[src/rtl/sequencer_pkg.sv]
// rtl/sequencer_pkg.sv - shared states, step constants and pattern type for beat_sequencer
package sequencer_pkg;

    typedef enum logic [1:0] {
        STOP  = 2'd0,
        RUN   = 2'd1,
        PAUSE = 2'd2
    } seq_state_t;

    localparam int NUM_STEPS      = 8;
    localparam int STEP_W         = 3;
    localparam int PATTERN_NOTE_W = 4;

    typedef logic [PATTERN_NOTE_W-1:0] pattern_t [NUM_STEPS];

endpackage

[src/rtl/tempo_prescaler.sv]
// rtl/tempo_prescaler.sv - beat tick counter with latched period P = BASE_TICKS * (8 - tempo_sel)
module tempo_prescaler #(
    parameter int  BASE_TICKS = 1_000_000,
    localparam int CW         = $clog2(8 * BASE_TICKS)
) (
    input  logic          clk,
    input  logic          n_rst,
    input  logic          run,
    input  logic          clear,
    input  logic [2:0]    tempo_sel,
    output logic          wrap,
    output logic          cnt_is_zero,
    output logic [CW-1:0] cnt,
    output logic [CW:0]   period
);

    logic [3:0]  mult;
    logic [CW:0] p_new;
    logic [CW:0] p_reg;
    logic [CW:0] p_eff;

    assign mult        = 4'd8 - {1'b0, tempo_sel};
    assign p_new       = (CW+1)'(BASE_TICKS) * (CW+1)'(mult);
    assign cnt_is_zero = (cnt == '0);

    // The first cycle of a beat already runs on the freshly latched tempo,
    // so the latch and the wrap compare agree even when P is a single cycle.
    assign p_eff  = (run && cnt_is_zero) ? p_new : p_reg;
    assign period = p_eff;
    assign wrap   = run && (cnt == CW'(p_eff - 1'b1));

    always_ff @(posedge clk) begin
        if (!n_rst) begin
            cnt   <= '0;
            p_reg <= (CW+1)'(8 * BASE_TICKS);
        end else if (clear) begin
            cnt   <= '0;
            p_reg <= p_new;
        end else if (run) begin
            cnt <= wrap ? '0 : cnt + 1'b1;
            if (cnt_is_zero) begin
                p_reg <= p_new;
            end
        end
    end

endmodule

[src/rtl/beat_sequencer.sv]
// rtl/beat_sequencer.sv - 8-step beat sequencer: FSM, beat counter, pattern store, note playback
// SEQ_GATE_EN: when defined, note_gate sounds only during the first half of each beat.
module beat_sequencer
    import sequencer_pkg::*;
#(
    parameter int  NOTE_W     = 4,
    parameter int  BASE_TICKS = 1_000_000,
    localparam int CW         = $clog2(8 * BASE_TICKS)
) (
    input  logic              clk,
    input  logic              n_rst,
    input  logic              sequencer_on,
    input  logic              play_toggle,
    input  logic              stop,
    input  logic [2:0]        tempo_sel,
    input  logic              wr_en,
    input  logic [2:0]        wr_beat,
    input  logic [NOTE_W-1:0] wr_note,
    output logic [2:0]        beat,
    output logic              beat_strobe,
    output logic [NOTE_W-1:0] note,
    output logic              note_gate,
    output logic              running
);

    seq_state_t state;
    seq_state_t next_state;

    logic              wrap;
    logic              cnt_is_zero;
    logic [CW-1:0]     cnt;
    logic [CW:0]       period;
    logic              clear;
    logic [NOTE_W-1:0] pattern [NUM_STEPS];

    // stop outranks play_toggle, and leaving sequencer mode outranks both.
    always_comb begin
        next_state = state;
        if (!sequencer_on || stop) begin
            next_state = STOP;
        end else if (play_toggle) begin
            case (state)
                STOP:    next_state = RUN;
                RUN:     next_state = PAUSE;
                PAUSE:   next_state = RUN;
                default: next_state = STOP;
            endcase
        end
    end

    always_ff @(posedge clk) begin
        if (!n_rst) begin
            state <= STOP;
        end else begin
            state <= next_state;
        end
    end

    assign running = (state == RUN);
    assign clear   = (next_state == STOP);

    tempo_prescaler #(
        .BASE_TICKS(BASE_TICKS)
    ) u_prescaler (
        .clk        (clk),
        .n_rst      (n_rst),
        .run        (running),
        .clear      (clear),
        .tempo_sel  (tempo_sel),
        .wrap       (wrap),
        .cnt_is_zero(cnt_is_zero),
        .cnt        (cnt),
        .period     (period)
    );

    always_ff @(posedge clk) begin
        if (!n_rst) begin
            beat <= '0;
        end else if (clear) begin
            beat <= '0;
        end else if (wrap) begin
            beat <= beat + 3'd1;
        end
    end

    always_ff @(posedge clk) begin
        if (!n_rst) begin
            for (int i = 0; i < NUM_STEPS; i++) begin
                pattern[i] <= '0;
            end
        end else if (wr_en) begin
            pattern[wr_beat] <= wr_note;
        end
    end

    assign note        = pattern[beat];
    assign beat_strobe = running && cnt_is_zero;

`ifdef SEQ_GATE_EN
    assign note_gate = running && (note != '0) && (cnt < period[CW:1]);
`else
    logic unused_gate_inputs;
    assign unused_gate_inputs = ^{cnt, period};
    assign note_gate = running && (note != '0);
`endif

endmodule
[config.mk]
export PLATFORM = sky130hd
export DESIGN_NAME = beat_sequencer
export DESIGN_NICKNAME = d
export VERILOG_FILES = /design/src/rtl/sequencer_pkg.sv /design/src/rtl/tempo_prescaler.sv /design/src/rtl/beat_sequencer.sv
export SDC_FILE = /design/constraint.sdc
export NUM_CORES = 1
export LEC_CHECK = 0
export CAP_MARGIN = 5
export CELL_PAD_IN_SITES_DETAIL_PLACEMENT = 1
export CELL_PAD_IN_SITES_GLOBAL_PLACEMENT = 2
export CORE_MARGIN = 5
export CORE_UTILIZATION = 33
export DETAILED_ROUTE_END_ITERATION = 12
export DONT_BUFFER_PORTS = 1
export GPL_TIMING_DRIVEN = 1
export PLACE_DENSITY = 0.63
export REMOVE_ABC_BUFFERS = 1
export SYNTH_ARGS = -nofsm -noshare
export SYNTH_HDL_FRONTEND = slang
export SYNTH_SLANG_ARGS = --single-unit
[constraint.sdc]
create_clock -name clk -period 6.4 [get_ports clk]
set_input_delay 0.64 -clock clk [delete_from_list [all_inputs] [get_ports clk]]
set_output_delay 0.64 -clock clk [all_outputs]
set_load 0.005 [all_outputs]
# Yosys cells after proc, flatten, opt, wreduce, memory -nomap -nowiden
# Memories as Yosys holds them, arrays and structs flattened. A register that Yosys moved wholly into a read port is not among the register bits.
# Cells that the tools add are included.
[op_classes]
n_addsub = 4
mul = 1
eq_ne = 3
muxes = 17
bitwise = 1
n_reduce_logical = 15
[op_table]
columns = ["cell", "count"]
rows = [
  ["$mux 23", 5],
  ["$add 23x1->23 const B", 1],
  ["$eq 23x23->1", 1],
  ["$logic_not 23->1", 1],
  ["$sub 23x1->23 const B", 1],
  ["$mul 14x4->17 const A", 1],
  ["$mux 3", 3],
  ["$mux 1", 5],
  ["$logic_not 2->1", 2],
  ["$mux 2", 2],
  ["$mux 4", 1],
  ["$pmux 2 s2", 1],
  ["$reduce_bool 2->1", 2],
  ["$reduce_bool 4->1", 1],
  ["$reduce_or 2->1", 2],
  ["$reduce_or 4->1", 1],
  ["$sub 4x3->4 const A", 1],
  ["$add 3x1->3 const B", 1],
  ["$logic_and 1x1->1", 3],
  ["$eq 2x1->1 const B", 1],
  ["$eq 2x2->1 const B", 1],
  ["$reduce_and 2->1", 1],
  ["$logic_not 1->1", 1],
  ["$logic_or 1x1->1", 1],
  ["$not 1->1", 1],
]
[word_totals]
reg_bits = 45
ram_bits = 32
input_bits = 16
out_inout_bits = 10
word_cells = 46
n_memories = 1
[mem_list]
columns = ["memory", "words", "width", "read_ports", "rd_clocked_by_memory_dff", "wr", "line_no", "rtl"]
rows = [
  ["pattern", 8, 4, 1, 1, 8, "beat_sequencer.sv:34", "logic [NOTE_W-1:0] pattern [NUM_STEPS];"],
]

# Longest topological paths before layout
[logic_depth]
word_depth = 8
mapped_depth = 21
depth_no_buf = 18

# Hierarchy
# From an unflattened synthesis, not the netlist that was laid out.
[hier_totals]
cells_unflattened = 601
hier_area_um2 = 5343.9
[modules_own_cells]
columns = ["module", "n_inst", "cells_per_inst", "area_each_um2", "seq_area_each_um2"]
rows = [
  ["tempo_prescaler", 1, 458, 3459.6, 760.7],
  ["beat_sequencer", 1, 143, 1884.3, 1121.1],
]

# Least setup slack after synthesis
# Ideal clock, no wire load.
[synth_timing]
path_kind = "input-to-reg"
start = "in tempo_sel[0]"
end = "reg (tool-made name)"
setup_time_ns = 0.070
arrival_ns = 5.043
required_time_ns = 6.330
setup_slack_ns = 1.287
cell_stages = 18
path_buffers = 2
cell_sequence = "clkbuf_1 inv_1 ha_1 buf_2 xnor2_1 ha_1 fa_1 inv_1 fa_1 xor2_1 nand3_1 a2111oi_0 o21ai_1 xnor3_1 nor3_4 nand4_4 or4_4 a21oi_1"
[synth_rtl]
columns = ["item", "line_no", "rtl"]
rows = [
  ["start, declared", "beat_sequencer.sv:15", "input logic [2:0] tempo_sel,"],
]

# Final worst setup path
[layout_timing]
start = "in tempo_sel[0]"
end = "reg beat[2]"
[layout_between]
elab_chain_cells = 6
[layout_lines]
columns = ["item", "line_no", "rtl"]
rows = [
  ["$sub 4x3->4", "tempo_prescaler.sv:22", "assign mult = 4'd8 - {1'b0, tempo_sel};"],
  ["net u_prescaler.mult[2]", "tempo_prescaler.sv:17", "logic [3:0] mult;"],
  ["$mul 14x4->17", "tempo_prescaler.sv:23", "assign p_new = (CW+1)'(BASE_TICKS) * (CW+1)'(mult);"],
  ["$mux 23", "tempo_prescaler.sv:28", "assign p_eff = (run && cnt_is_zero) ? p_new : p_reg;"],
  ["$sub 23x1->23", "tempo_prescaler.sv:30", "assign wrap = run && (cnt == CW'(p_eff - 1'b1));"],
  ["$eq 23x23->1", "tempo_prescaler.sv:30", ""],
  ["$logic_and 1x1->1", "tempo_prescaler.sv:30", ""],
  ["end signal, assigned", "beat_sequencer.sv:82", "beat <= beat + 3'd1;"],
  ["end, declared", "beat_sequencer.sv:19", "output logic [2:0] beat,"],
]
# The timed path passes the listed nets, and every way through them passes these cells.
# A chain may end at the register's enable or synchronous reset.

==> flow_summary.html <==
<table>
<tr><th>Metric</th><th>Value</th></tr>
<tr><th colspan="2">Run status</th></tr>
<tr><td>Status</td><td>completed</td></tr>
<tr><th colspan="2">Yosys</th></tr>
<tr><td>Number of flops mapped to enable cells by yosys</td><td>32</td></tr>
<tr><td>Most common flop cell mapped by yosys</td><td>dfxtp_1</td></tr>
<tr><td>Flip-flop and latch count after synthesis</td><td>77</td></tr>
<tr><td>Cell count after synthesis</td><td>527</td></tr>
<tr><td>Post-synthesis sequential area ratio</td><td>roughly 37%</td></tr>
<tr><td>Number of distinct library cell variants in the gate-level netlist after synthesis</td><td>73</td></tr>
<tr><td>Yosys warns</td><td>0</td></tr>
<tr><td>Average size of a mapped cell</td><td>9.60 um^2</td></tr>
<tr><td>Netlist area before placement</td><td>5060 um^2</td></tr>
<tr><td>Share of flip-flops with an asynchronous set or reset</td><td>0%</td></tr>
<tr><th colspan="2">Route</th></tr>
<tr><td>Post-DRT Antenna Nets</td><td>0</td></tr>
<tr><td>Number of violations reported at the end of detailed-routing iteration 0</td><td>105</td></tr>
<tr><td>Routed WL</td><td>13.8 mm</td></tr>
<tr><td>Number of optimization iterations in the first detailed-route pass</td><td>4</td></tr>
<tr><td>Via density per instance</td><td>approximately 5.4</td></tr>
<tr><td>Average wire per standard cell</td><td>19.4 um</td></tr>
<tr><td>Count of vias placed by the detailed router</td><td>3849</td></tr>
<tr><td>DRC</td><td>0</td></tr>
<tr><th colspan="2">Clock tree</th></tr>
<tr><td>Count of clock tree sinks</td><td>77</td></tr>
<tr><td>Number of hold buffers added after cts</td><td>0</td></tr>
<tr><td>Number of buffers created by CTS</td><td>9</td></tr>
<tr><td># Post-CTS Setup Buffers</td><td>0</td></tr>
<tr><td>Clock slew seen by the registers of the worst setup and hold paths</td><td>70 ps</td></tr>
<tr><td>Total number of H-tree levels</td><td>3</td></tr>
<tr><td>Maximum number of buffers from clock root to sink</td><td>2</td></tr>
<tr><td>Clock tree from TritonCTS</td><td>built</td></tr>
<tr><td>Count of instances resized after the clock tree is built</td><td>0</td></tr>
<tr><td>Root Driver</td><td>clkbuf_16</td></tr>
<tr><td>Worst-Skew Late Latency</td><td>340 ps</td></tr>
<tr><th colspan="2">Pwr</th></tr>
<tr><td>Combinational group share of total power</td><td>19.1%</td></tr>
<tr><td>Leak Pwr</td><td>between 1.5 and 2 nW</td></tr>
<tr><td>Worst supply voltage drop on vdd</td><td>0.116 mV</td></tr>
<tr><td>Int Power</td><td>962 uW</td></tr>
<tr><td>Part of the power in the clock network</td><td>39.8%</td></tr>
<tr><td>Sequential Power Share</td><td>41.0%</td></tr>
<tr><td>Switching component of the power</td><td>398 uW</td></tr>
<tr><td>Cell area power density</td><td>roughly 250 nW/um^2</td></tr>
<tr><td>Switching power share of the total</td><td>29.2%</td></tr>
<tr><th colspan="2">Setup path</th></tr>
<tr><td>Crit Path Category</td><td>input port to flop</td></tr>
<tr><td>Kind of launch point of the worst setup path</td><td>input port</td></tr>
<tr><td>Worst reg-to-reg path cell count</td><td>18</td></tr>
<tr><td>Reg-to-reg setup timing slack</td><td>1520 ps</td></tr>
<tr><td>Category of the worst setup path capture point</td><td>flop</td></tr>
<tr><td>Startpoint of the lowest-slack register-to-register path</td><td>u_prescaler.cnt[0]</td></tr>
<tr><td>Capture point of the worst reg-to-reg path</td><td>u_prescaler.cnt[6]</td></tr>
<tr><td>Required arrival time at the worst endpoint</td><td>6670 ps</td></tr>
<tr><td>Maximum net fanout on the critical path</td><td>15</td></tr>
<tr><td>Arr. time, crit path</td><td>5250 ps</td></tr>
<tr><th colspan="2">Timing</th></tr>
<tr><td>Setup repair after global routing missed its margin</td><td>false</td></tr>
<tr><td>Worst slew margin</td><td>approximately 60%</td></tr>
<tr><td>Tcrit/Tclk final</td><td>77.8%</td></tr>
<tr><td>Maximum frequency from static timing analysis</td><td>~200 MHz</td></tr>
<tr><td>Worst hold-check slack</td><td>approximately 370 ps</td></tr>
<tr><td>Measured slew at the worst slew-check pin</td><td>619 ps</td></tr>
<tr><td>Setup TNS Final</td><td>0 ps</td></tr>
<tr><td>Max Clock Skew</td><td>approximately 4.3 ps</td></tr>
<tr><td>Final critical-path required period</td><td>4980 ps</td></tr>
<tr><td>Slew Viols, Final</td><td>0</td></tr>
<tr><td>Setup violations, final</td><td>0</td></tr>
<tr><td>Hold Fails Final Rpt</td><td>0</td></tr>
<tr><th colspan="2">GRT</th></tr>
<tr><td>Number of global-route vias before repair</td><td>4092</td></tr>
<tr><td>First-pass GRT wire length</td><td>between 20 and 25 mm</td></tr>
<tr><td>Pin count of the biggest net entering global routing</td><td>25</td></tr>
<tr><td>Total congestion overflow after global routing</td><td>0</td></tr>
<tr><td>Antenna violations before repair</td><td>1</td></tr>
<tr><td>Total routing usage reported by global routing</td><td>15.9%</td></tr>
<tr><th colspan="2">Finish</th></tr>
<tr><td>Fraction of final layout cells with drive strength greater than 1</td><td>9.75%</td></tr>
<tr><td>Growth of design area from synthesis to finish</td><td>8.68%</td></tr>
<tr><td>Antenna Cells</td><td>0</td></tr>
<tr><td>Flip-flop count of the largest register after layout</td><td>32</td></tr>
<tr><td>Nets</td><td>around 550</td></tr>
<tr><th colspan="2">Place</th></tr>
<tr><td>Sum of net half-perimeters after detailed placement</td><td>10.5 mm</td></tr>
<tr><td>Routability cong.</td><td>0.765</td></tr>
<tr><td>Count of input and output buffers</td><td>0</td></tr>
<tr><th colspan="2">Floorplan</th></tr>
<tr><td>Starting utilization of the core area</td><td>33.4%</td></tr>
<tr><td>Die outline area</td><td>17900 um^2</td></tr>
<tr><td>Area inside the core boundary</td><td>roughly 15000 um^2</td></tr>
<tr><td>Total I/O pin count</td><td>26</td></tr>
<tr><td>Chip height</td><td>134 um</td></tr>
<tr><td>Die span in x</td><td>~130 um</td></tr>
<tr><td>FP Rows</td><td>45</td></tr>
<tr><th colspan="2">Worst hold path</th></tr>
<tr><td>Worst hold-check path type</td><td>input port to flop</td></tr>
<tr><td>Beginning of the worst hold path</td><td>n_rst</td></tr>
<tr><td>End point of the worst hold path</td><td>u_prescaler.p_reg[12]</td></tr>
<tr><td>Hold depth</td><td>1</td></tr>
<tr><th colspan="2">Flow run</th></tr>
<tr><td>Maximum capacitance violations</td><td>0</td></tr>
</table>
[kinds of logic after synthesis]
family	count (synthesis)	synth area share, %
AOI/OAI and AO/OA	86	11.7
xor gates and xnor gates	49	9.03
adders and majority gates	20	5.39
buffers and inverters	41	3.76
DFF	77	36.8
muxes	25	7.02
other	1	0.0741
and+or+nand+nor	228	26.2
[metrics by stage]
stage	utilization [%]	power (mW)	std cells	area, um^2	setup slack, ps
after global placement	34.3	0.827	695	5190	1260
after detailed placement	34.3	0.832	695	5190	1080
after global routing	36.3	1.43	711	5500	1030
after CTS	36.3	1.38	711	5500	1420
final	36.3	1.36	711	5500	1420
after floorplan	-	0.760	505	4940	1230
[cell usage after synthesis (4+ instances only)]
library cell	n	share of area [%]
nor4_1	4	0.49
o21ai_0	16	1.6
a31oi_1	4	0.49
a21oi_1	17	1.7
edfxtp_1	32	19
xor2_1	26	4.5
a211oi_1	5	0.74
nor3b_1	5	0.74
nand4_1	7	0.87
ha_1	17	4.2
clkbuf_1	10	0.74
mux2i_1	13	2.6
and4_1	4	0.69
mux4_2	8	3.6
nand3b_1	4	0.59
nand2b_1	12	1.5
inv_1	17	1.3
buf_2	8	0.79
o211ai_1	10	1.5
nor2b_1	7	0.87
nor2_1	54	4.0
and2_1	36	4.5
xnor2_1	21	3.6
nand2_1	30	2.2
and3_1	8	0.99
or3_1	6	0.74
nor3_1	7	0.69
mux2_2	4	0.89
dfxtp_1	45	18
nand3_1	21	2.1
[how the worst max path moves through the flow]
stage | depth (start not counted) | slack (ps) | start | end
2_1_floorplan | 16 | 1230 | tempo_sel[0] | u_prescaler.cnt[10]
3_3_place_gp | 16 | 1260 | tempo_sel[0] | flop
3_5_place_dp | 16 | 1080 | tempo_sel[0] | flop
4_1_cts | 16 | 1420 | tempo_sel[0] | flop
5_1_grt | 18 | 1030 | u_prescaler.cnt[0] | u_prescaler.cnt[9]
6_report | 16 | 1420 | tempo_sel[0] | beat[2]
[worst max-delay path: stages]
cell and delay [ps]:
inv_1 50, ha_1 370, xnor2_1 410, ha_1 320, fa_1 540, inv_1 60
fa_1 400, xor2_1 260, nand3_1 140, a2111oi_0 490, o21ai_1 150, xnor3_1 410
nor3_4 170, nand4_4 200, or4_4 460, a21oi_1 160
[power groups by stage]
stage | Sequential [mW] | Clock, mW | Combinational (mW)
final | 0.558 | 0.541 | 0.260
after global routing | 0.561 | 0.576 | 0.296
after CTS | 0.558 | 0.556 | 0.264
after detailed placement | 0.569 | 0 | 0.263
after global placement | 0.568 | 0 | 0.259
after floorplan | 0.560 | 0 | 0.199
[cells in the final DEF, fill, tap and decap left out, types with 6 or more instances in the layout]
cell       Yosys  routed
nor2_1        54      54
dfxtp_1       45      45
and2_1        36      36
edfxtp_1      32      32
nand2_1       30      30
xor2_1        26      26
xnor2_1       21      21
nand3_1       21      21
inv_1         17      17
a21oi_1       17      17
ha_1          17      17
o21ai_0       16      16
mux2i_1       13      13
nand2b_1      12      12
o211ai_1      10      10
clkbuf_16      0       9
and3_1         8       8
mux4_2         8       8
nor3_1         7       7
nor2b_1        7       7
nand4_1        7       7
or3_1          6       6
[cell type report]
class / count / area [um^2]
tap: 188 / 235
clock inverter: 5 / 65.1
sequential: 77 / 1860
fill: 1724 / 9650
timing repair buffer: 2 / 15.0
multi-input combinational: 409 / 3010
clock buffer: 11 / 243
inverter: 19 / 71.3
[per-layer routing]
layer / vias to the layer above / GRT usage (%) / part of all wire [%]
li1: 1890 / - / -
met1: 1892 / 20.2 / 47
met2: 51 / 27.0 / 48
met3: 16 / 3.41 / 3.4
met4: 0 / 4.80 / 1.8
met5: - / 0 / 0
No activity file was read; power rests on OpenSTA's default activity.
